**src/rtl/int_ctrl_pkg.sv**
```systemverilog
// int_ctrl_pkg: shared FSM type, register offsets and source priority encoder for int_ctrl.
package int_ctrl_pkg;
  typedef enum logic [1:0] {IDLE, REQ, ACK, HOLD} state_e;
  localparam logic [1:0] REG_MASK = 2'd0;
  localparam logic [1:0] REG_PEND = 2'd1;
  localparam logic [1:0] REG_VBASE = 2'd2;
  localparam logic [2:0] SPURIOUS_IDX = 3'b111;
  // {found, idx}: lowest set bit wins; idx is SPURIOUS_IDX when nothing is set
  function automatic logic [3:0] prio_enc(input logic [7:0] v);
    prio_enc = {1'b0, SPURIOUS_IDX};
    for (int i = 7; i >= 0; i--)
      if (v[i]) prio_enc = {1'b1, 3'(i)};
  endfunction
endpackage

```
**src/rtl/rise_det.sv**
```systemverilog
// rise_det: registered rising-edge detector; the first cycle after reset never reports an edge.
module rise_det (
  input  logic clk,
  input  logic rst_n,
  input  logic d,
  output logic rise
);
  logic prev_q, armed_q, rise_q, rise_d;
  always_comb rise_d = d & ~prev_q & armed_q;
  always_ff @(posedge clk or negedge rst_n) begin
    if (!rst_n) begin
      prev_q  <= 1'b0;
      armed_q <= 1'b0;
      rise_q  <= 1'b0;
    end else begin
      prev_q  <= d;
      armed_q <= 1'b1;
      rise_q  <= rise_d;
    end
  end
  assign rise = rise_q;
endmodule

```
**src/rtl/int_ctrl.sv**
```systemverilog
// int_ctrl: prioritised interrupt controller with MASK/PEND/VBASE IO registers and vectored acknowledge.
module int_ctrl
  import int_ctrl_pkg::*;
#(
  parameter int NUM_SRC = 4,
  parameter logic [7:0] BASE_PORT = 8'h10
) (
  input  logic               clk,
  input  logic               rst_n,
  input  logic [NUM_SRC-1:0] irq,
  input  logic [7:0]         addr,
  input  logic               iord,
  input  logic               iowr,
  input  logic               inta,
  input  logic [7:0]         din,
  output logic [7:0]         dout,
  output logic               dout_en,
  output logic               int_n
);
  logic rd_rise, wr_rise, ack_rise;
  logic [NUM_SRC-1:0] irq_rise;
  rise_det u_rd  (.clk(clk), .rst_n(rst_n), .d(iord), .rise(rd_rise));
  rise_det u_wr  (.clk(clk), .rst_n(rst_n), .d(iowr), .rise(wr_rise));
  rise_det u_ack (.clk(clk), .rst_n(rst_n), .d(inta), .rise(ack_rise));
  for (genvar i = 0; i < NUM_SRC; i++) begin : g_irq
    rise_det u_det (.clk(clk), .rst_n(rst_n), .d(irq[i]), .rise(irq_rise[i]));
  end
  state_e state_q, state_d;
  logic [NUM_SRC-1:0] mask_q, mask_d, pend_q, pend_d, wr_clr, ack_clr;
  logic [3:0] vbase_q, vbase_d, win;
  logic [7:0] vec_q, vec_d, off, rd_data;
  logic rd_en_q, rd_en_d, int_n_q, int_n_d, mapped, wr_hit, vec_out;
  always_comb begin
    off     = addr - BASE_PORT;
    mapped  = off < 8'd3;
    wr_hit  = wr_rise & mapped;
    win     = prio_enc(8'(pend_q & mask_q));
    rd_data = off[1:0] == REG_MASK ? 8'(mask_q) : off[1:0] == REG_PEND ? 8'(pend_q) : {vbase_q, 4'h0};
    mask_d  = (wr_hit && off[1:0] == REG_MASK) ? din[NUM_SRC-1:0] : mask_q;
    vbase_d = (wr_hit && off[1:0] == REG_VBASE) ? din[7:4] : vbase_q;
    wr_clr  = (wr_hit && off[1:0] == REG_PEND) ? din[NUM_SRC-1:0] : '0;
    rd_en_d = iord & mapped & (rd_en_q | rd_rise);
    state_d = state_q;
    vec_d   = vec_q;
    ack_clr = '0;
    case (state_q)
      IDLE: begin
        state_d = ack_rise ? ACK : win[3] ? REQ : IDLE;
        vec_d   = ack_rise ? {vbase_q, SPURIOUS_IDX, 1'b0} : vec_q;
      end
      REQ: begin
        state_d = ack_rise ? ACK : win[3] ? REQ : IDLE;
        vec_d   = ack_rise ? {vbase_q, win[2:0], 1'b0} : vec_q;
        ack_clr = (ack_rise && win[3]) ? NUM_SRC'(1) << win[2:0] : '0;
      end
      ACK:  state_d = HOLD;
      HOLD: state_d = inta ? HOLD : IDLE;
    endcase
    // a coincident irq edge beats both the acknowledge clear and a software clear
    pend_d  = (pend_q & ~wr_clr & ~ack_clr) | irq_rise;
    int_n_d = state_d != REQ;
  end
  always_ff @(posedge clk or negedge rst_n) begin
    if (!rst_n) begin
      state_q <= IDLE;
      mask_q  <= '0;
      pend_q  <= '0;
      vbase_q <= '0;
      vec_q   <= '0;
      rd_en_q <= 1'b0;
      int_n_q <= 1'b1;
    end else begin
      state_q <= state_d;
      mask_q  <= mask_d;
      pend_q  <= pend_d;
      vbase_q <= vbase_d;
      vec_q   <= vec_d;
      rd_en_q <= rd_en_d;
      int_n_q <= int_n_d;
    end
  end
  assign vec_out = state_q == ACK || state_q == HOLD;
  assign dout_en = vec_out | rd_en_q;
  assign dout    = vec_out ? vec_q : rd_en_q ? rd_data : 8'h00;
  assign int_n   = int_n_q;
endmodule

```
**config.mk**
```make
export PLATFORM = sky130hd
export DESIGN_NAME = int_ctrl
export DESIGN_NICKNAME = d
export VERILOG_FILES = /design/src/rtl/int_ctrl_pkg.sv /design/src/rtl/rise_det.sv /design/src/rtl/int_ctrl.sv
export SDC_FILE = /design/constraint.sdc
export NUM_CORES = 1
export LEC_CHECK = 0
export ABC_AREA = 1
export CAP_MARGIN = 40
export CORE_MARGIN = 10
export CORE_UTILIZATION = 54
export CTS_BUF_LIST = sky130_fd_sc_hd__clkbuf_4 sky130_fd_sc_hd__clkbuf_8
export DETAILED_ROUTE_END_ITERATION = 8
export PLACE_DENSITY = 0.87
export SYNTH_ARGS = -nofsm -noshare
export SYNTH_HDL_FRONTEND = slang
export SYNTH_HIERARCHICAL = 1
export SYNTH_SLANG_ARGS = --single-unit
```
**constraint.sdc**
```tcl
create_clock -name clk -period 1.5 [get_ports clk]
set_input_delay 0.225 -clock clk [delete_from_list [all_inputs] [get_ports clk]]
set_output_delay 0.225 -clock clk [all_outputs]
set_load 0.05 [all_outputs]
```
==> results.yml <==
yosys:
  synth-xor-area-share_pct: 0
  synth_edf_count: 0
  synthFlopType: "dfrtp_1"
  async_flop_share_pct: 100
  avgSynthCellArea_sq_um: 9.23
  synth_top_family_by_area: "simple AND/OR/NAND/NOR gates"
  ys_ff_latch: 44
  synth.area.mux_share_pct: 0
  synth_compound_area_share_pct: 8.89
  syn-num-nets: 231
  ys_types: 26
  yosysWarnings: 6
  ys_seq_area_share_pct: 58.0
  synthAdderAreaFrac_pct: 0
  synth_cells: 206
  synth_area_leaders: "dfrtp_1 (57%), nand2_1 (11%), inv_1 (5.1%), o21ai_1 (4.7%), nor2_2 (3.0%)"
  netlist_top_cells_count: "nand2_1 (54), dfrtp_1 (43), inv_1 (26)"
  yosysMostFrequentCell: "nand2_1"
  yosys.area_share.simple_pct: 24.3
  synth.cell_area_sq_um: 1900
  synth.largest_area_cell: "dfrtp_1"
  synth_top_area_share_pct: 56.6
clock_tree:
  clk_path_buf_depth: 2
  cts.sinks: 44
  root_buffer: "clkbuf_4"
  cts_made_buffers: 5
  cts_tree: "done"
  clock_latency_ns: 0.36
  cts_max_level: 2
  clk_pin_slew_ns: 0.13
detailed_routing:
  vias: 1461
  drt-initial-drc-count: 79
  wl_um: 3940
  viasPerCell: 4.82
  drtPass1Iterations: 4
  wl_per_cell_um: 13.0
  ant_nets: 0
  drc_errors: 0
global_route:
  grt_max_degree: 45
  gr-total-overflow: 0
  grt_pass1_vias: 1534
  antenna_found_initial: 0
  grt_pass1_wl_um: 6870
  track_usage_pct: 13.6
layout:
  syn2layout_area_growth_pct: 39.0
  diodes: 0
  nets: 281
  drive_gt1_share_pct: 24.9
  design_area_sq_um: 2640
setup_path:
  crit_type: "register to primary output"
  worst_setup_path_start_kind: "register"
  worstPathArrival_ns: 1.37
  worstPathMaxFanout: 9
  cp.required_ns: 1.27
  r2r_setup_slack_ns: 0.23
  critPathCaptureType: "primary output"
flow_run:
  max_cap_viol_count: 0
floorplan:
  die_w_um: 79.3
  rows: 21
  dieArea_sq_um: 6290
  core_sq_um: 3360
  pin_count: 35
  start_util_pct: 56.5
  die_h_um: 79.3
min_path:
  hp-class: "primary input to register"
timing:
  max_freq_mhz: 626
  finalClockSkew_ns: 0.00949
  holdWs_ns: 0.327
  timing_hold_violations_final: 0
  slew_violations: 0
  period_share_pct: 107
  setup_violations: 9
  final.setup.worst_slack_ns: -0.0975
  finalWorstPathRequiredPeriod_ns: 1.60
  rsz0062_at_grt: "yes"
place:
  io_buffers: 34
  place.gp.congestion: 0.871
  hpwl_um: 2970
  placed_cell_area_sq_um: 2470
  dp_slack_ns: -0.227
power_and_ir_drop:
  leakagePower_nw: 1.24
  p_per_area_nw_per_um2: 1140
  peakVddDrop_mv: 0.887
status:
  violations: "negative setup slack"
  status: "complete, but fails checks"
==> cell usage in the layout, fill, tap and decap left out, types with 6 or more instances in the layout <==
cell type and count:
clkdlybuf4s50_1 21, conb_1 7, inv_1 26, o21ai_1 16
nand2_1 52, inv_2 6, nor2_2 8, buf_4 9
buf_12 11, nor2_1 9, dfrtp_1 43
==> per-layer routing <==
metal  up-vias  part of all wire [%]  track usage, %
li1        737                     -               -
met1       678                    40            15.1
met2        42                    51            23.3
met3         4                   7.5            6.19
met4         0                  0.91            3.23
met5         -                     0               0
==> logic make-up after synthesis <==
| family | after synthesis |
|---|---|
| compound gates | 29 |
| flops | 44 |
| simple gates | 91 |
| buf+inv | 35 |
| other cells | 7 |
==> critical path, cell delays in order (launching register included) <==
cell and delay [ns]:
dfrtp_1 0.43, buf_4 0.18, or2_4 0.26, buf_12 0.15
==> metrics by stage <==
step	cells	util, %	setup TNS, ns	total power, mW
2_1_floorplan	206	-	-0.872	1.79
3_3_place_gp	292	73.6	-1.88	2.20
3_5_place_dp	292	73.6	-2.13	2.22
4_1_cts	303	78.5	-0.712	3.04
5_1_grt	303	78.5	-1.26	3.17
6_report	303	78.5	-0.571	3.01
==> final timing paths <==
path	startpoint	endpoint	depth (start not counted)
max	state_q[1]	dout_en	3
min	irq[0]	g_irq[0].u_det/prev_q	1
max reg2reg	state_q[1]	vec_q[5]	5
min reg2reg	u_ack/prev_q	u_ack/rise	1
max in group asynchronous	rst_n	int_n	3
min in group asynchronous	rst_n	vec_q[2]	3
==> sequential cells by signal, indices dropped and copies added, names as in the netlist <==
register,count
vbase_q,4
state_q,2
u_wr/rise,1
g_irq.u_det/prev_q,4
u_rd/rise,1
mask_q,4
u_wr/prev_q,1
u_rd/prev_q,1
u_ack/armed_q,1
u_rd/armed_q,1
rd_en_q,1
g_irq.u_det/armed_q,4
u_ack/prev_q,1
pend_q,4
int_n,1
g_irq.u_det/rise,4
u_ack/rise,1
u_wr/armed_q,1
vec_q,7
==> report_power, final <==
group	total [mW]	internal, mW	switching [mW]
Clock	0.744	0.356	0.388
Sequential	1.31	1.26	0.0461
Combinational	0.956	0.426	0.530
Total	3.01	2.05	0.964
==> area by class of cell <==
type | instances | area, sq um
clock buffers | 5 | 37.5
clock inverters | 3 | 46.3
fillers | 216 | 722
inverters | 33 | 126
multi-input cells | 127 | 741
flip-flops and latches | 44 | 1100
well taps | 46 | 57.6
repair buffers | 45 | 531
==> timing repair <==
action,4_1_cts,5_1_grt
hold buffers,1,0
endpoints found under the setup margin,9,9
resized for setup,13,0
hold endpoints to repair,43,0
buffers inserted,2,0
pin swaps,3,1
Power figures use the tool's default switching activity.
